--- src/rtl/adder_pkg.sv ---
// Shared types for the word-serial adder: FSM state encoding.
package adder_pkg;
  typedef enum logic [1:0] {
    IDLE = 2'd0,
    RUN  = 2'd1,
    DONE = 2'd2
  } state_t;
endpackage

--- src/rtl/adder_n.sv ---
// N-bit ripple-carry adder slice; the only arithmetic that produces the result.
module adder_n #(
  parameter int N = 8
) (
  input  logic [N-1:0] a,
  input  logic [N-1:0] b,
  input  logic         cin,
  output logic [N-1:0] s,
  output logic         cout
);
  logic [N:0] c;

  always_comb begin
    c    = '0;
    s    = '0;
    c[0] = cin;
    for (int i = 0; i < N; i++) begin
      s[i]   = a[i] ^ b[i] ^ c[i];
      c[i+1] = (a[i] & b[i]) | (c[i] & (a[i] ^ b[i]));
    end
    cout = c[N];
  end
endmodule

--- src/rtl/multiword_add_seq.sv ---
// Word-serial add/subtract: one N-bit word per cycle through a shared slice.
// Handshake: input accepted on an edge where in_valid && in_ready; the result
// is consumed on an edge where out_valid && out_ready.
module multiword_add_seq
  import adder_pkg::*;
#(
  parameter int N     = 8,
  parameter int WORDS = 4
) (
  input  logic             clk,
  input  logic             rst,
  input  logic             in_valid,
  output logic             in_ready,
  input  logic [N*WORDS-1:0] a,
  input  logic [N*WORDS-1:0] b,
  input  logic             sub,
  output logic             out_valid,
  input  logic             out_ready,
  output logic [N*WORDS-1:0] sum,
  output logic             c_out,
  output logic             overflow,
  output logic             zero,
  output logic             busy,
  output logic [1:0]       fsm_state
);
  localparam int W  = N * WORDS;
  localparam int IW = (WORDS > 1) ? $clog2(WORDS) : 1;
  localparam logic [IW-1:0] LAST_IDX = IW'(WORDS - 1);

  state_t        state, state_next;
  logic [W-1:0]  a_reg, b_reg, sum_reg, sum_next;
  logic          carry, c_out_reg, ovf_reg, zero_reg;
  logic [IW-1:0] idx;
  logic [N-1:0]  slice_s;
  logic          slice_c;
  logic          last_word;

  adder_n #(.N(N)) u_slice (
    .a    (a_reg[idx*N +: N]),
    .b    (b_reg[idx*N +: N]),
    .cin  (carry),
    .s    (slice_s),
    .cout (slice_c)
  );

  assign last_word = (idx == LAST_IDX);

  // Sum with the current slice merged in, so zero/overflow see the final word.
  always_comb begin
    sum_next = sum_reg;
    sum_next[idx*N +: N] = slice_s;
  end

  always_ff @(posedge clk) begin
    if (rst) state <= IDLE;
    else     state <= state_next;
  end

  always_comb begin
    state_next = state;
    case (state)
      IDLE:    if (in_valid)  state_next = RUN;
      RUN:     if (last_word) state_next = DONE;
      DONE:    if (out_ready) state_next = IDLE;
      default: state_next = IDLE;
    endcase
  end

  always_comb begin
    in_ready  = (state == IDLE);
    out_valid = (state == DONE);
    busy      = (state != IDLE);
    fsm_state = state;
  end

  always_ff @(posedge clk) begin
    if (rst) begin
      a_reg     <= '0;
      b_reg     <= '0;
      sum_reg   <= '0;
      carry     <= 1'b0;
      idx       <= '0;
      c_out_reg <= 1'b0;
      ovf_reg   <= 1'b0;
      zero_reg  <= 1'b0;
    end else begin
      case (state)
        IDLE: if (in_valid) begin
          a_reg <= a;
          b_reg <= sub ? ~b : b;
          carry <= sub;
          idx   <= '0;
        end
        RUN: begin
          sum_reg <= sum_next;
          carry   <= slice_c;
          if (last_word) begin
            c_out_reg <= slice_c;
            ovf_reg   <= (a_reg[W-1] == b_reg[W-1]) && (sum_next[W-1] != a_reg[W-1]);
            zero_reg  <= (sum_next == '0);
          end else begin
            idx <= idx + 1'b1;
          end
        end
        default: ;
      endcase
    end
  end

  assign sum      = sum_reg;
  assign c_out    = c_out_reg;
  assign overflow = ovf_reg;
  assign zero     = zero_reg;
endmodule

--- config.mk ---
export PLATFORM = sky130hd
export DESIGN_NAME = multiword_add_seq
export DESIGN_NICKNAME = d
export VERILOG_FILES = /design/src/rtl/adder_pkg.sv /design/src/rtl/adder_n.sv /design/src/rtl/multiword_add_seq.sv
export SDC_FILE = /design/constraint.sdc
export NUM_CORES = 1
export LEC_CHECK = 0
export CAP_MARGIN = 20
export CORE_UTILIZATION = 30
export CTS_CLUSTER_SIZE = 40
export DETAILED_ROUTE_END_ITERATION = 8
export GPL_TIMING_DRIVEN = 0
export REMOVE_ABC_BUFFERS = 1
export SETUP_SLACK_MARGIN = 0.5
export SYNTH_ARGS = -nofsm -noshare
export SYNTH_HDL_FRONTEND = slang
export SYNTH_SLANG_ARGS = --single-unit
--- constraint.sdc ---
create_clock -name clk -period 5.1 [get_ports clk]
set_input_delay 0.51 -clock clk [delete_from_list [all_inputs] [get_ports clk]]
set_output_delay 0.51 -clock clk [all_outputs]
set_load 0.02 [all_outputs]
# Word level (Yosys, flattened, before mapping)
# Cells that the tools add are included.
classes:
  bitwise_logic: 41
  muxes: 11
  add_sub_neg: 2
  shifts: 4
  n_reduce_logical: 10
  n_eq_ne: 9
op_table:
  columns: ["op", "count"]
  rows:
  - ["indexed part select 32 x 6 -> 8 bit", 2]
  - ["negator 5 -> 34 bit", 1]
  - ["variable shift 8 x 34 -> 32 bit (first input constant)", 1]
  - ["indexed part select 8 x 34 -> 32 bit", 1]
  - ["bitwise mux 32 bit", 1]
  - ["zero test 32 bit", 1]
  - ["2-to-1 mux 32 bit", 1]
  - ["NOT 32 bit", 1]
  - ["AND 1 bit", 16]
  - ["bitwise XOR 1 bit", 16]
  - ["2-to-1 mux 2 bit", 5]
  - ["OR 1 bit", 8]
  - ["!= test 2 bit (second input constant)", 3]
  - ["case mux 2 bit (3 select lines)", 1]
  - ["AND reduction 2 bit", 3]
  - ["AND reduction 3 bit", 2]
  - ["equality test 2 bit (second input constant)", 2]
  - ["case mux 2 bit (2 select lines)", 1]
  - ["nonzero test 2 bit", 2]
  - ["adder 2 x 1 -> 2 bit (second input constant)", 1]
  - ["equality test 2 x 1 -> 1 bit (second input constant)", 1]
  - ["zero test 2 bit", 1]
  - ["!= test 2 x 1 -> 1 bit (second input constant)", 1]
  - ["case mux 1 bit (2 select lines)", 1]
  - ["other kinds (4)", 4]
totals:
  register_bits: 104
  output_inout_bits: 40
  inputBits: 69
  word_cells: 86

# Longest topological paths before layout
# Gate-level depths: netlist of run 1.
logic_depth:
  depth_word: 21
  mapped_depth: 20
  ltp_nobuf: 18

# Hierarchy
# Synthesis of run 1 repeated with hierarchy kept, for this count alone.
hier_totals:
  cells_unflattened: 514
  hier_area_um2: 4725.8
by_module_without_submodules:
  columns: ["module", "instances", "area_per_inst_um2", "cells_per_inst"]
  rows:
  - ["multiword_add_seq", 1, 4528.1, 496]
  - ["adder_n", 1, 197.7, 18]

# Least setup slack after synthesis of run 1
# Ideal clock, no wire load.
synth_path:
  path_kind: "register -> register"
  from: "register idx[1]"
  to: "register zero_reg, in the netlist zero"
  stages_incl_launch_ff: 21
  slack_ns: 0.047
  setup_ns: 0.059
  required_time_ns: 5.041
  period_less_slack_ns: 5.053
  t_arrival_ns: 4.995
  path_buffers: 2
  cell_sequence: "dfxtp_1 -> clkbuf_1 -> buf_1 -> mux4_2 -> inv_1 -> fa_1 -> fa_1 -> fa_1 -> fa_1 -> fa_1 -> inv_1 -> fa_1 -> inv_1 -> fa_1 -> inv_1 -> fa_1 -> nor2b_1 -> o21ai_0 -> o21ai_0 -> nor4b_2 -> a31o_1"
synth_between:
  elab_chain_len: 20
  elab_cells_between_ends: 46
  classes_between: "add/sub (1); eq/ne (1); shift (4); mux (1); bitwise (37); reduce/logical (2)"
synth_rtl:
  columns: ["element", "line_no", "text"]
  rows:
  - ["start: declaration", "multiword_add_seq.sv:33", "logic [IW-1:0] idx;"]
  - ["start signal: assignment", "multiword_add_seq.sv:102", "idx <= idx + 1'b1;"]
  - ["indexed part select 32 x 6 -> 8 bit, on equally long branches", "multiword_add_seq.sv:39, multiword_add_seq.sv:40", null]
  - ["bitwise XOR 1 bit", "adder_n.sv:18, adder_n.sv:19", null]
  - ["AND 1 bit", "adder_n.sv:19", "c[i+1] = (a[i] & b[i]) | (c[i] & (a[i] ^ b[i]));"]
  - ["OR 1 bit", "adder_n.sv:19", null]
  - ["AND 1 bit", "adder_n.sv:19", null]
  - ["OR 1 bit", "adder_n.sv:19", null]
  - ["AND 1 bit", "adder_n.sv:19", null]
  - ["OR 1 bit", "adder_n.sv:19", null]
  - ["(+4 left out)", null, null]
  - ["AND 1 bit", "adder_n.sv:19", null]
  - ["OR 1 bit", "adder_n.sv:19", null]
  - ["AND 1 bit", "adder_n.sv:19", null]
  - ["OR 1 bit", "adder_n.sv:19", null]
  - ["bitwise XOR 1 bit", "adder_n.sv:18", "s[i] = a[i] ^ b[i] ^ c[i];"]
  - ["indexed part select 8 x 34 -> 32 bit", "multiword_add_seq.sv:51", "sum_next[idx*N +: N] = slice_s;"]
  - ["bitwise mux 32 bit", "multiword_add_seq.sv:51", null]
  - ["zero test 32 bit", "multiword_add_seq.sv:100", "zero_reg <= (sum_next == '0);"]
  - ["end signal: assignment", "multiword_add_seq.sv:100", null]
  - ["end: declaration", "multiword_add_seq.sv:32", "logic carry, c_out_reg, ovf_reg, zero_reg;"]
# Parallel ways exist; a longest one is shown, timed or not.
# A chain may end at the register's enable or synchronous reset.

# Final worst setup path of run 1
layout_path:
  from: "register idx[0]"
  to: "register zero_reg, in the netlist zero"
# Same word-level chain as after synthesis.

==> flow_summary.yaml, run 1 <==
sta:
  fin_tns_setup_ns: 0
  fin_crit_ns: 4.47
  finalHoldViolCount: 0
  finalMaxSlewViolations: 0
  fmaxAchievable_mhz: 224
  worstMarginPinSlew_ns: 0.944
  fin_skew_ns: 0.00852
  max-slew-margin-rel_pct: 37.1
  setup_violations: 0
  rsz0062_at_grt: "true"
  fin_hold_ws_ns: 0.454
  fin_ws_ns: 0.626
  finalCritPeriodShare_pct: 87.7
worst_hold_path:
  holdPathStages: 2
  worstHoldStart: "a_reg[23]"
  hold_path_class: "flip-flop to flip-flop"
  min_delay_worst_endpoint: "a_reg[23]"
global_routing:
  track_usage_pct: 15.0
  grt.overflow.total: 0
  grt_pass1_wl_mm: 20.5
  grt_max_degree: 99
  grt_pass1_vias: 3977
  antenna_found_initial: 0
power:
  power.density_mw_per_mm2: 308
  vdd_drop_max_mv: 0.178
  cellLeakagePower_nw: 2.34
layout:
  multi_input_area_mm2: 0.00270
  fin_area_mm2: 0.00665
  fill_cells: 1610
  num_antenna_cells: 0
  syn2layout_area_growth_pct: 32.7
  regArea_mm2: 0.00209
  nNetsFinal: 744
  post-route-util_pct: 41.3
  drive_gt1_share_pct: 10.2
floorplan:
  initial_core_util_pct: 31.1
  die_w_um: 131
  die_y_um: 131
  coreArea_mm2: 0.0161
  rows: 46
  dieArea_mm2: 0.0172
  ios: 109
synthesis:
  synthFlopType: "dfxtp_1"
  synthesis.area_mm2: 0.00501
  ys_seq_elements: 104
  syn_avg_cell_area_um2: 8.75
  ys_async_sr_fraction_pct: 0
  synth_edf_count: 0
  ys_types: 46
  seq_area_frac_synth_pct: 41.5
  yosysWarnings: 0
  netlist_instances: 573
critical_path:
  crit_chain: "mux4_2 > inv_1 > fa_2 > fa_2 > fa_2 > fa_2 > fa_2 > inv_1 > fa_1 > inv_1 > fa_2 > inv_2 > fa_2 > nor2b_2 > o21ai_1 > o21ai_0 > nor4b_2 > a31o_1"
  rr_worst_depth: 18
  crit_path_frequent_cell: "fa_2"
  required_ns: 5.40
  crit_type: "flip-flop to flip-flop"
  arrival_ns: 4.78
  critPathMaxStageDelay_ns: 0.50
  worstSetupEndpointType: "flip-flop"
  cp_slowest_cell: "fa_2"
  rrSetupSlack_ns: 0.63
  worstSetupStartpointType: "flip-flop"
  crit_fanout: 5
  timing.rr.start: "idx[0]"
  r2r-end: "zero"
route:
  routed_via_density: 4.82
  drtIter0Drc: 226
  routed_wirelength_mm: 12.8
  routedWlPerCell_um: 14.5
  drtPass1Iterations: 4
  postRouteAntennaNets: 0
  route.detailed.drc: 0
  vias: 4248
job:
  maxCapViolations: 0
clocking:
  cts_sinks: 104
  cts_tree: "yes"
  htree_num_levels: 3
  clk_pin_slew_ns: 0.07
  cts_buffers: 9
  cts_buffer_depth: 2
  cts_root_buffer: "clkbuf_16"
  clk_latency_ns: 0.35
  ctsHoldBuffers: 0
place:
  hpwl_mm: 8.93
  placed_cell_area_mm2: 0.00621
  pre_cts_ws_ns: -0.642
  port_buffers: 108
  routabilityCongestion: 0.819
status:
  status: "complete, no violations"
-- cells by family after synthesis --
group | Yosys count | share of synthesized area (%)
flops | 104 | 41.5
buf+inv | 65 | 5.27
simple gates | 217 | 19.7
mux | 16 | 7.19
fa+ha+maj | 14 | 4.69
compound gates | 125 | 16.1
xor+xnor | 32 | 5.59
-- metal layers --
| layer | track usage (%) | wire length (µm) | vias up |
|---|---|---|---|
| li1 | - | - | 2145 |
| met1 | 19.8 | 6130 | 1979 |
| met2 | 24.4 | 5950 | 109 |
| met3 | 3.55 | 546 | 15 |
| met4 | 4.38 | 181 | 0 |
| met5 | 0 | 0 | - |
-- metrics by stage --
stage               power [W]  instances
floorplan             0.00117        531
global placement      0.00134        855
detailed placement    0.00135        856
CTS                   0.00206        880
global route          0.00215        882
finish                0.00205        882
-- repair_timing --
action	CTS	global route
pin swaps	2	3
cloned	0	0
buffers inserted	8	0
setup endpoints to repair	15	1
resized for setup	13	3
-- worst max-delay path by stage --
stage / cells past startpoint / slack, ns / from / to
2_1_floorplan: 18 / -0.13 / idx[0] / zero
3_3_place_gp: 18 / -1.05 / idx[0] / zero
3_5_place_dp: 17 / -0.64 / idx[1] / zero
4_1_cts: 18 / 0.51 / idx[0] / zero
5_1_grt: 18 / 0.48 / idx[0] / zero
6_report: 18 / 0.63 / idx[0] / zero
-- layout make-up --
type	count	share of cell area (%)
Timing Repair Buffer	119	18.1
Clock inverter	7	1.07
Tap cell	216	4.06
Sequential cell	104	31.4
Multi-Input combinational cell	404	40.7
Inverter	23	1.30
Clock buffer	9	3.39
-- cell usage after synthesis (2+ instances only) --
cell / n / area share [%]
o21ai_0: 2 / 0.20
o2111ai_1: 2 / 0.35
clkbuf_1: 27 / 2.0
a31oi_1: 13 / 1.6
buf_2: 12 / 1.2
nand3_1: 2 / 0.20
inv_1: 23 / 1.7
nand2_1: 78 / 5.8
mux4_2: 16 / 7.2
a32oi_1: 3 / 0.52
fa_1: 8 / 3.2
a21oi_1: 52 / 5.2
nor2_1: 91 / 6.8
nor3_1: 7 / 0.70
nor2b_1: 18 / 2.2
and2_1: 2 / 0.25
ha_1: 6 / 1.5
xnor2_1: 32 / 5.6
nand2b_1: 3 / 0.37
dfxtp_1: 104 / 42
a211oi_1: 45 / 6.7
a22oi_1: 2 / 0.30
and4bb_2: 2 / 0.50
-- critical path, delay by kind of cell (launching register included) --
family,cells,cell delay [ns]
flip-flops,1,0.38
AO/OA/AOI/OAI,3,0.38
multiplexers,1,0.35
AND/OR/NAND/NOR,2,0.36
buffers and inverters,4,0.25
adder cells (fa/ha/maj),8,2.69
-- placed cells by master, fill, tap and decap left out, drive strengths merged, types with 2 or more instances in the layout --
master / instances
clkbuf: 9
nor2b: 18
nor4: 2
clkinv: 2
a211oi: 45
ha: 6
a32oi: 3
o21ai: 3
a22oi: 2
o221ai: 2
a21oi: 52
fa: 8
or4: 2
nor3: 7
nand2b: 3
a31oi: 13
clkinvlp: 3
o2111ai: 2
nand4: 2
buf: 13
nand3: 2
mux4: 16
clkdlybuf4s50: 106
dfxtp: 104
and2: 2
xnor2: 32
inv: 24
nand2: 78
nor2: 92
and4bb: 2
-- power by group --
group | internal (W) | switching (W)
sequential | 0.000866 | 0.0000337
clock | 0.000381 | 0.000317
combinational | 0.000219 | 0.000232
total | 0.00147 | 0.000582
Power figures use the tool's default switching activity.
==> inputs of run 2 (changes only) <==
--- a/config.mk
+++ b/config.mk
@@ -7,11 +7,12 @@
 export LEC_CHECK = 0
 export CAP_MARGIN = 20
 export CORE_UTILIZATION = 30
+export CTS_BUF_LIST = sky130_fd_sc_hd__clkbuf_4
 export CTS_CLUSTER_SIZE = 40
 export DETAILED_ROUTE_END_ITERATION = 8
 export GPL_TIMING_DRIVEN = 0
 export REMOVE_ABC_BUFFERS = 1
-export SETUP_SLACK_MARGIN = 0.5
+export SETUP_SLACK_MARGIN = 0.02
 export SYNTH_ARGS = -nofsm -noshare
 export SYNTH_HDL_FRONTEND = slang
 export SYNTH_SLANG_ARGS = --single-unit
==> flow_summary.yaml, run 2 (synthesized netlist as in run 1, its figures left out) <==
sta:
  finalHoldViolCount: 0
  max-slew-margin-rel_pct: 36.5
  fin_hold_ws_ns: 0.448
  setup_violations: 0
  worstMarginPinSlew_ns: 0.953
  fin_crit_ns: 4.83
  fin_skew_ns: 0.0172
  fin_tns_setup_ns: 0
  finalMaxSlewViolations: 0
  rsz0062_at_grt: "false"
  finalCritPeriodShare_pct: 94.7
  fmaxAchievable_mhz: 207
power:
  power.density_mw_per_mm2: 275
  seq_power_share_pct: 50.7
  p_sw_w: 0.000551
  vdd_drop_max_mv: 0.104
  pwr-share-clk_pct: 24.7
  intPower_w: 0.00123
  p_sw_share_pct: 31.0
  cellLeakagePower_nw: 2.26
  combinationalPowerShare_pct: 24.6
critical_path:
  arrival_ns: 5.27
  worstSetupStartpointType: "flip-flop"
  required_ns: 5.54
  crit_fanout: 6
  cp_slowest_cell: "fa_2"
  crit_path_frequent_cell: "fa_1"
  crit_type: "flip-flop to flip-flop"
  worstSetupEndpointType: "flip-flop"
  critPathMaxStageDelay_ns: 0.52
  crit_chain: "mux4_2 > inv_1 > fa_1 > fa_1 > fa_1 > fa_1 > fa_1 > inv_1 > fa_1 > inv_1 > fa_1 > inv_1 > fa_2 > nor2b_1 > o21ai_0 > o21ai_0 > nor4b_2 > a31o_1"
  critPathLaunch: "idx[0]"
  rr_worst_depth: 18
  timing.rr.start: "idx[0]"
clocking:
  clk_pin_slew_ns: 0.17
  cts_tree: "yes"
  clk_latency_ns: 0.48
  cts_root_buffer: "clkbuf_4"
  ctsHoldBuffers: 0
  cts_sinks: 104
  cts_buffers: 9
  htree_num_levels: 3
  cts_buffer_depth: 2
place:
  port_buffers: 108
  routabilityCongestion: 0.819
  hpwl_mm: 8.93
  placed_cells: 856
floorplan:
  dieArea_mm2: 0.0172
  coreArea_mm2: 0.0161
  initial_core_util_pct: 31.1
  die_w_um: 131
  die_y_um: 131
  rows: 46
  ios: 109
global_routing:
  grt.overflow.total: 0
  track_usage_pct: 15.0
  antenna_found_initial: 0
  grt_pass1_vias: 3956
  grt_max_degree: 99
  grt_pass1_wl_mm: 20.4
worst_hold_path:
  holdPathStages: 2
  worstHoldStart: "rst"
  hold_path_class: "input port to flip-flop"
layout:
  syn2layout_area_growth_pct: 28.8
  nNetsFinal: 742
  final_cell_mix: "clkdlybuf4s50_1 (106), dfxtp_1 (102), nor2_1 (91), nand2_1 (78), a21oi_1 (51)"
  final_common_cell: "clkdlybuf4s50_1"
  drive_gt1_share_pct: 8.58
  stdcell_count: 880
  num_antenna_cells: 0
route:
  routed_via_density: 4.79
  drtIter0Drc: 232
  drtPass1Iterations: 4
  vias: 4215
  routed_wirelength_mm: 12.6
  route.detailed.drc: 0
  postRouteAntennaNets: 0
  routedWlPerCell_um: 14.4
job:
  maxCapViolations: 0
status:
  status: "complete, no violations"
==> run 2: cell type report <==
class / instances / area [µm²]
clock buffers: 9 / 67.6
repair buffers: 117 / 1190
inverters: 23 / 86.3
clock inverters: 7 / 71.3
well taps: 216 / 270
flip-flops and latches: 104 / 2090
multi-input cells: 404 / 2680
fillers: 1636 / 9660
==> run 2: power by group through the flow <==
stage	registers, W	clock network, W	logic [W]
3_5_place_dp	0.000928	0	0.000420
4_1_cts	0.000901	0.000456	0.000433
3_3_place_gp	0.000924	0	0.000420
2_1_floorplan	0.000930	0	0.000236
5_1_grt	0.000908	0.000492	0.000480
6_report	0.000900	0.000438	0.000438
==> run 2: routing by layer <==
layer	vias up	share of wire (%)	track usage [%]
li1	2139	-	-
met1	1952	49	20.0
met2	111	46	24.2
met3	13	4.2	3.32
met4	0	1.1	4.71
met5	-	0	0
==> run 2: final timing paths <==
check	endpoint	slack, ns
max	zero	0.27
max reg2reg	zero	0.27
min	sum[4]	0.45
min reg2reg	a_reg[23]	0.46
==> run 2: critical path: cells and delay by family (launching register included) <==
| kind | cells | cell delay [ns] |
|---|---|---|
| AOI/OAI and AO/OA | 3 | 0.42 |
| muxes | 1 | 0.34 |
| and+or+nand+nor | 2 | 0.38 |
| buffers and inverters | 4 | 0.28 |
| adders and majority gates | 8 | 2.94 |
| DFF | 1 | 0.41 |
==> run 2: timing repair <==
item | in CTS | in global routing
gates resized for setup | 3 | 3
setup endpoints to repair | 6 | 2
buffers inserted | 4 | 2
==> run 2: stage by stage <==
step	worst slack [ns]	instance area, µm²	utilization, %	power, W
2_1_floorplan	-0.131	4830	-	0.00117
5_1_grt	0.0858	6450	40.1	0.00188
3_5_place_dp	-0.642	6210	38.5	0.00135
4_1_cts	0.0942	6380	39.6	0.00179
6_report	0.272	6450	40.1	0.00178
3_3_place_gp	-1.05	6180	38.4	0.00134
==> inputs of run 3 (changes only) <==
--- a/config.mk
+++ b/config.mk
@@ -6,10 +6,11 @@
 export NUM_CORES = 1
 export LEC_CHECK = 0
 export CAP_MARGIN = 20
-export CORE_UTILIZATION = 30
+export CORE_UTILIZATION = 29
 export CTS_BUF_LIST = sky130_fd_sc_hd__clkbuf_4
 export CTS_CLUSTER_SIZE = 40
 export DETAILED_ROUTE_END_ITERATION = 8
+export DONT_BUFFER_PORTS = 1
 export GPL_TIMING_DRIVEN = 0
 export REMOVE_ABC_BUFFERS = 1
 export SETUP_SLACK_MARGIN = 0.02
==> flow_summary.yaml, run 3 (synthesized netlist as in run 1, its figures left out) <==
clocking:
  clk_latency_ns: 0.48
  cts_buffer_depth: 2
  clk_pin_slew_ns: 0.16
  cts_root_buffer: "clkbuf_4"
  cts_buffers: 9
  cts_tree: "yes"
  htree_num_levels: 3
  cts_sinks: 104
global_routing:
  track_usage_pct: 14.1
  grt_pass1_wl_mm: 19.3
  grt.overflow.total: 0
  grt_max_degree: 106
  grt_pass1_vias: 3698
  antenna_found_initial: 0
layout:
  multi_input_area_mm2: 0.00269
  fill_cells: 1766
  nNetsFinal: 634
  final_cell_mix: "dfxtp_1 (102), nor2_1 (91), nand2_1 (78), a21oi_1 (51), a211oi_1 (45)"
  num_antenna_cells: 0
  final_common_cell: "dfxtp_1"
  regArea_mm2: 0.00209
  drive_gt1_share_pct: 9.89
  syn2layout_area_growth_pct: 7.79
route:
  routed_via_density: 4.93
  drtPass1Iterations: 4
  postRouteAntennaNets: 0
  drtIter0Drc: 187
  routed_wirelength_mm: 12.2
  vias: 3824
  routedWlPerCell_um: 15.7
  route.detailed.drc: 0
floorplan:
  dieArea_mm2: 0.0178
  die_w_um: 133
  initial_core_util_pct: 30.0
  coreArea_mm2: 0.0167
  rows: 47
  die_y_um: 133
  ios: 109
place:
  port_buffers: 0
  routabilityCongestion: 0.801
  hpwl_mm: 8.67
critical_path:
  crit_type: "flip-flop to flip-flop"
  r2r-end: "zero"
  worstSetupEndpointType: "flip-flop"
  arrival_ns: 5.25
  rr_worst_depth: 19
  cp_slowest_cell: "fa_2"
  timing.rr.start: "idx[1]"
  rrSetupSlack_ns: 0.29
  cp_top_family: "adder cells"
  path_buf_inv: 5
  critPathMaxStageDelay_ns: 0.49
  crit_path_frequent_cell: "fa_1"
  crit_fanout: 14
  crit_chain: "buf_16 > mux4_2 > inv_1 > fa_1 > fa_1 > fa_1 > fa_2 > fa_1 > inv_1 > fa_1 > inv_1 > fa_1 > inv_1 > fa_2 > nor2b_1 > o21ai_0 > o21ai_1 > nor4b_4 > a31o_1"
  required_ns: 5.54
  worstSetupStartpointType: "flip-flop"
sta:
  setup_violations: 0
  fin_tns_setup_ns: 0
  finalHoldViolCount: 0
  fin_hold_ws_ns: 0.0732
  fin_crit_ns: 4.81
  fin_skew_ns: 0.0202
  fmaxAchievable_mhz: 208
  worstMarginPinSlew_ns: 0.932
  max-slew-margin-rel_pct: 37.8
  finalMaxSlewViolations: 0
  rsz0062_at_grt: "false"
  finalCritPeriodShare_pct: 94.2
power:
  seq_power_share_pct: 54.7
  intPower_w: 0.00116
  cellLeakagePower_nw: 1.86
  pwr-share-clk_pct: 25.8
  p_total_w: 0.00168
  p_sw_share_pct: 30.8
  p_sw_w: 0.000519
  power.density_mw_per_mm2: 311
  combinationalPowerShare_pct: 19.5
  vdd_drop_max_mv: 0.101
worst_hold_path:
  hold_path_class: "input port to flip-flop"
  holdPathStages: 1
  worstHoldStart: "rst"
  min_delay_worst_endpoint: "b_reg[30]"
job:
  maxCapViolations: 0
status:
  status: "complete, no violations"
==> run 3: cell count changes in the layout (fill, tap and decap cells not counted), sizes merged <==
cell	previous run	this run
buf	11	9
clkdlybuf4s50	106	0
==> run 3: worst max-delay path by stage <==
stage | from | end | slack, ns | depth (start not counted)
finish | idx[1] | zero | 0.29 | 19
floorplan | idx[0] | zero | -0.13 | 18
CTS | idx[1] | zero | 0.05 | 19
detailed placement | idx[0] | zero | -0.61 | 17
global placement | idx[0] | zero | -1.17 | 17
global route | idx[1] | zero | 0.02 | 19
==> run 3: power groups by stage <==
stage	logic (W)	registers [W]	clock network, W
global placement	0.000297	0.000945	0
CTS	0.000316	0.000922	0.000454
global route	0.000367	0.000928	0.000492
floorplan	0.000236	0.000930	0
finish	0.000329	0.000919	0.000434
detailed placement	0.000302	0.000948	0
==> run 3: layout make-up <==
type	count	area share (%)
Clock buffer	9	1.25
Clock inverter	7	1.30
Inverter	23	1.60
Multi-Input combinational cell	404	49.7
Sequential cell	104	38.7
Tap cell	220	5.10
Timing Repair Buffer	9	2.36
==> run 3: routing by layer <==
metal | GRT usage (%) | share of wire, % | vias up
li1 | - | - | 1932
met2 | 22.5 | 46 | 107
met4 | 5.93 | 2.2 | 0
met3 | 3.73 | 5.6 | 15
met5 | 0 | 0 | -
met1 | 18.0 | 46 | 1770
==> run 3: timing repair <==
action                     in CTS  in global routing
pin swaps                       0                  2
resized for setup               5                  3
hold buffers                    0                  0
setup buffers                   4                  2
setup endpoints to repair       6                  2
==> run 3: metrics by stage <==
| step | utilization (%) | instances | area [µm²] | setup slack (ns) |
|---|---|---|---|---|
| 6_report | 32.3 | 776 | 5400 | 0.295 |
| 3_3_place_gp | 30.6 | 751 | 5110 | -1.17 |
| 5_1_grt | 32.3 | 776 | 5400 | 0.0242 |
| 3_5_place_dp | 30.8 | 752 | 5140 | -0.605 |
| 4_1_cts | 31.9 | 772 | 5320 | 0.0452 |
| 2_1_floorplan | - | 531 | 4830 | -0.131 |
==> run 3: worst reg2reg max path: cells and delay by family, from the launching register on <==
family | cells | cell delay [ns]
muxes | 1 | 0.22
buffers and inverters | 5 | 0.44
adders and majority gates | 8 | 2.92
DFF | 1 | 0.39
and+or+nand+nor | 2 | 0.38
AOI/OAI and AO/OA | 3 | 0.43
